$ cat src/rtl/hc_encode_stream.sv
// ---------------------------------------------------------------------------
// hc_encode_stream
//
// Streaming Hamming(7,4) encoder. It accepts 4-bit data words on a
// valid/ready handshake, encodes each word into a 7-bit codeword, and buffers
// the codewords in a small FIFO. The FIFO head is presented on a valid/ready
// output that drives hc_decode.i_enc_data directly. Parity bits sit at
// codeword positions 1, 2 and 4.
//
// Ports
//   i_clk        clock, rising edge
//   i_rst_n      asynchronous active-low reset
//   i_valid      i_data valid
//   o_ready      encoder can accept a word (FIFO not full, out of reset)
//   i_data       data nibble [4:1]
//   o_valid      o_enc_data valid (FIFO not empty)
//   i_ready      downstream accepts o_enc_data
//   o_enc_data   codeword at the FIFO head [7:1] (0 while empty)
//   o_word_cnt   number of words accepted since reset, wraps
//   o_level      FIFO occupancy
//   i_inj_en     (HC_ERR_INJ_EN only) inject an error into this word
//   i_inj_pos    (HC_ERR_INJ_EN only) codeword bit to invert, 0 = none
//
// Configuration macro
//   HC_ERR_INJ_EN  when defined, adds the error-injection ports. The stored
//                  codeword has bit [i_inj_pos] inverted after parity has
//                  been computed. When undefined, codewords are always clean.
// ---------------------------------------------------------------------------
module hc_encode_stream #(
    parameter int FIFO_DEPTH = 4,   // power of 2, >= 2
    parameter int CNT_W      = 16
) (
    input  logic                        i_clk,
    input  logic                        i_rst_n,
    input  logic                        i_valid,
    output logic                        o_ready,
    input  logic [4:1]                  i_data,
    output logic                        o_valid,
    input  logic                        i_ready,
    output logic [7:1]                  o_enc_data,
    output logic [CNT_W-1:0]            o_word_cnt,
    output logic [$clog2(FIFO_DEPTH):0] o_level
`ifdef HC_ERR_INJ_EN
    ,
    input  logic                        i_inj_en,
    input  logic [2:0]                  i_inj_pos
`endif
);

    localparam int PTR_W = $clog2(FIFO_DEPTH);
    localparam int LVL_W = PTR_W + 1;
    localparam logic [LVL_W-1:0] LVL_FULL = LVL_W'(FIFO_DEPTH);

    // Codeword layout {c7,c6,c5,c4,c3,c2,c1}: data occupies positions 3,5,6,7.
    function automatic logic [7:1] hamming_encode(input logic [4:1] d);
        logic c1, c2, c3, c4, c5, c6, c7;
        c3 = d[1];
        c5 = d[2];
        c6 = d[3];
        c7 = d[4];
        c1 = c3 ^ c5 ^ c7;
        c2 = c3 ^ c6 ^ c7;
        c4 = c5 ^ c6 ^ c7;
        return {c7, c6, c5, c4, c3, c2, c1};
    endfunction

    logic [7:1]       mem_q [FIFO_DEPTH];
    logic [PTR_W-1:0] wr_ptr_q, wr_ptr_d;
    logic [PTR_W-1:0] rd_ptr_q, rd_ptr_d;
    logic [LVL_W-1:0] level_q, level_d;
    logic [CNT_W-1:0] cnt_q, cnt_d;
    logic             run_q;   // low in reset, high from the first edge after release
    logic             push;
    logic             pop;
    logic [7:1]       wr_code;

    // Handshake flags depend on registered state only, so there is no
    // combinational path from i_valid or i_ready to o_ready.
    assign o_valid = (level_q != '0);
    assign o_ready = run_q && (level_q != LVL_FULL);
    assign push    = i_valid && o_ready;
    assign pop     = o_valid && i_ready;

    // Force zero while empty so the output is clean during and after reset.
    assign o_enc_data = o_valid ? mem_q[rd_ptr_q] : '0;
    assign o_level    = level_q;
    assign o_word_cnt = cnt_q;

    // Codeword to store: parity first, then the optional injected flip.
    always_comb begin
        // NOTE: every variable assigned in always_comb gets a default first,
        // so no path leaves it unassigned and no latch is inferred.
        wr_code = hamming_encode(i_data);
`ifdef HC_ERR_INJ_EN
        if (i_inj_en && (i_inj_pos != 3'd0)) begin
            wr_code[i_inj_pos] = ~wr_code[i_inj_pos];
        end
`endif
    end

    // Next-state logic for the pointers, occupancy and word counter.
    // Pointers wrap naturally because FIFO_DEPTH is a power of two.
    always_comb begin
        wr_ptr_d = wr_ptr_q;
        rd_ptr_d = rd_ptr_q;
        level_d  = level_q;
        cnt_d    = cnt_q;
        if (push) begin
            wr_ptr_d = wr_ptr_q + PTR_W'(1);
            cnt_d    = cnt_q + CNT_W'(1);
        end
        if (pop) begin
            rd_ptr_d = rd_ptr_q + PTR_W'(1);
        end
        unique case ({push, pop})
            2'b10:   level_d = level_q + LVL_W'(1);
            2'b01:   level_d = level_q - LVL_W'(1);
            default: level_d = level_q;   // idle, or push and pop together
        endcase
    end

    // NOTE: sequential state uses non-blocking assignments so every register
    // samples the pre-edge values regardless of statement order.
    always_ff @(posedge i_clk or negedge i_rst_n) begin
        if (!i_rst_n) begin
            wr_ptr_q <= '0;
            rd_ptr_q <= '0;
            level_q  <= '0;
            cnt_q    <= '0;
            run_q    <= 1'b0;
        end else begin
            wr_ptr_q <= wr_ptr_d;
            rd_ptr_q <= rd_ptr_d;
            level_q  <= level_d;
            cnt_q    <= cnt_d;
            run_q    <= 1'b1;
        end
    end

    // NOTE: the storage array has no reset; an entry is only observed after
    // it has been written, and o_enc_data is masked to zero while empty.
    always_ff @(posedge i_clk) begin
        if (push) begin
            mem_q[wr_ptr_q] <= wr_code;
        end
    end

endmodule
$ cat config.mk
export PLATFORM = sky130hd
export DESIGN_NAME = hc_encode_stream
export DESIGN_NICKNAME = d
export VERILOG_FILES = /design/src/rtl/hc_encode_stream.sv
export SDC_FILE = /design/constraint.sdc
export NUM_CORES = 1
export LEC_CHECK = 0
export ABC_CLOCK_PERIOD_IN_PS = 5100
export CAP_MARGIN = 20
export CORE_ASPECT_RATIO = 1.1
export CORE_MARGIN = 2
export CORE_UTILIZATION = 55
export DETAILED_ROUTE_END_ITERATION = 7
export PLACE_DENSITY = 0.82
export SYNTH_ARGS = -nofsm -noshare
export SYNTH_HDL_FRONTEND = slang
export SYNTH_SLANG_ARGS = --single-unit
export TNS_END_PERCENT = 100
$ cat constraint.sdc
create_clock -name i_clk -period 5.1 [get_ports i_clk]
set_input_delay 1.275 -clock i_clk [delete_from_list [all_inputs] [get_ports i_clk]]
set_output_delay 1.275 -clock i_clk [all_outputs]
set_load 0.02 [all_outputs]
==> metrics <==
status=finished clean; I/O Buffers=35; Mapped Nets=164; post-detail-place hpwl=2.88 mm; Synth Register Bits=52; total global-route track usage=19.3%; Post-CTS Resized=0; Syn. warnings=0; Final Cell Area=2790 µm²; routed vias/inst=5.37; synth top area cells=edfxtp_1 36%, dfrtp_1 26%, mux4_2 6.8%; CTS tree=built; most common cell after layout, fill and taps aside=clkdlybuf4s50_1; Ports=36; total gr overflow=0; Crit Reg-Reg Endpoint=o_level[2]$_DFFE_PN0P_; post-synth top area cell=edfxtp_1; final setup vio count=0; top achievable clock speed=0.280 GHz; Switching Fraction=34.4%; routability cong.=0.815; final hold violations=0; initial core utilization=57.9%; CTS clk-pin slew, worst paths=90 ps; Die X=65.8 µm; post-CTS setup buffer count=0; initial DRC count=47; RSZ-0062 raised after global routing=no; Critical Path End=o_enc_data[1]; Post-DRT Antenna Nets=0; Total Power=1.39 mW; syn avg cell area=15.5 µm²; DR DRC count=0; initial antenna violation count=0; PD cells=498 nW/µm²; critical-path maximum fanout=9; Leakage=1.07 nW; skew final=6.70 ps; max_cap viols=0; # diodes=0; DP Worst Slack=1700 ps; fin util=69.8%; Arrival @ worst endpoint=2300 ps; Clk Latency, worst-skew pair=300 ps; global-route wire length before repair=6.76 mm; crit path capture type=primary output; CTS Sinks=52; share of cells above drive strength 1=16.4%; setup slack after layout=1530 ps; class of the worst hold path=flop to flop; setup TNS=0 ps; internal power=0.910 mW; CTS Hold Bufs=0; largest net degree at the start of global routing=25; total CTS buffers=5; Distinct cells, synth=33; Psw=0.477 mW; commonest non-fill, non-tap cells in the layout=35 x clkdlybuf4s50_1, 28 x edfxtp_1, 24 x dfrtp_1; relative slew slack=61.4%; Max rail drop VDD=341 µV; Worst Max-Slew Pin Slew=577 ps; reg-to-reg setup timing slack=2750 ps; Req. time, crit path=3830 ps; 1st-pass router iterations=4; min Tclk post-route=3570 ps; H-Tree Level Count=2; post-synthesis cell count=149; Area after DPL=2690 µm²; sequential-to-total area share from yosys stat=62.4%; post-DR wirelength/cell=16.3 µm; die height=72.0 µm; reg-to-reg startpoint=o_level[0]$_DFFE_PN0P_; Seq pwr share=44.6%; die area=4740 µm²; WS Path Type=flop to primary output; vias in the first global route=1382; clock buffer depth=2; Synth Cell Area=2310 µm²; Core ar.=3990 µm²; total number of vias=1295; Setup crit start kind=flop; Max Slew Vio Count=0; Crit. Startpoint=rd_ptr_q[0]$_DFFE_PN0P_; nets@finish=203; post-route clock period utilization=70.1%; row count=24; clock power share=15.7%; Logic pwr share=39.7%; area share of the largest cell type after synthesis=36.4%; CTS Root Cell=clkbuf_8; Worst R2R Path Depth=9; area delta synth->final=20.6%; final WL=3.93 mm
==> synth_stat cells (all sizes together) <==
| library cell | n |
|---|---|
| mux2i | 1 |
| xnor2 | 18 |
| nor3 | 2 |
| fa | 1 |
| or3 | 1 |
| nor3b | 1 |
| edfxtp | 28 |
| xor2 | 8 |
| clkbuf | 1 |
| buf | 3 |
| conb | 1 |
| dfrtp | 24 |
| nand2 | 7 |
| nand4 | 5 |
| nand3 | 5 |
| nor2b | 1 |
| inv | 6 |
| nor4 | 2 |
| o21ai | 1 |
| ha | 6 |
| nor2 | 2 |
| and3 | 5 |
| mux2 | 1 |
| and2 | 12 |
| mux4 | 7 |
==> through the flow <==
step,std cells,hold slack [ps]
after detailed placement,232,474
after floorplan,149,580
final,241,474
after global placement,232,462
after global routing,241,506
after CTS,240,486
==> power by group through the flow <==
stage | Sequential, mW | Clock, mW | Combinational, mW
floorplan | 0.623 | 0 | 0.345
global route | 0.636 | 0.236 | 0.600
finish | 0.619 | 0.218 | 0.550
global placement | 0.622 | 0 | 0.532
CTS | 0.621 | 0.222 | 0.558
detailed placement | 0.629 | 0 | 0.555
==> final cells by class <==
class / count / area (µm²)
clock buffers: 7 / 76.3
clock inverters: 1 / 3.75
inverters: 6 / 22.5
repair buffers: 36 / 365
multi-input cells: 87 / 813
fillers: 283 / 1210
well taps: 52 / 65.1
flip-flops and latches: 52 / 1440
==> flip-flops by register name, summed over array words and instances, names as in the netlist <==
register	flops
run_q	1
rd_ptr_q	2
wr_ptr_q	2
o_word_cnt	16
o_level	3
mem_q	28
==> how the worst min path moves through the flow <==
stage | startpoint | endpoint | slack [ps] | cells past startpoint
4_1_cts | o_word_cnt[15]$_DFFE_PN0P_ | o_word_cnt[15]$_DFFE_PN0P_ | 490 | 1
3_3_place_gp | o_word_cnt[15]$_DFFE_PN0P_ | o_word_cnt[15]$_DFFE_PN0P_ | 460 | 1
3_5_place_dp | o_word_cnt[15]$_DFFE_PN0P_ | o_word_cnt[15]$_DFFE_PN0P_ | 470 | 1
6_report | o_word_cnt[15]$_DFFE_PN0P_ | o_word_cnt[15]$_DFFE_PN0P_ | 470 | 1
5_1_grt | o_word_cnt[15]$_DFFE_PN0P_ | o_word_cnt[15]$_DFFE_PN0P_ | 510 | 1
2_1_floorplan | wr_ptr_q[1]$_DFFE_PN0P_ | wr_ptr_q[1]$_DFFE_PN0P_ | 580 | 2
==> worst max-delay path, stage by stage, from the launching register on <==
cell and delay [ps]:
dfrtp_1 680, mux4_2 590, and2_2 210, clkdlybuf4s50_1 530
==> kinds of logic after synthesis <==
logic type,Yosys count,share of synthesized area (%)
buf+inv,10,2.44
other cells,1,0.162
fa+ha+maj,7,4.11
flops,52,62.4
simple gates,43,13.1
compound gates,1,0.216
mux,9,7.74
xor+xnor,26,9.85
==> metal layers <==
layer  track usage [%]  vias to the layer above  share of wire, %
li1                  -                      605                 -
met1              26.4                      656                43
met2              31.0                       29                52
met3              5.12                        5               3.4
met4              5.32                        0               1.1
met5                 0                        -                 0
Note: power is estimated with default switching activity, not from simulation.
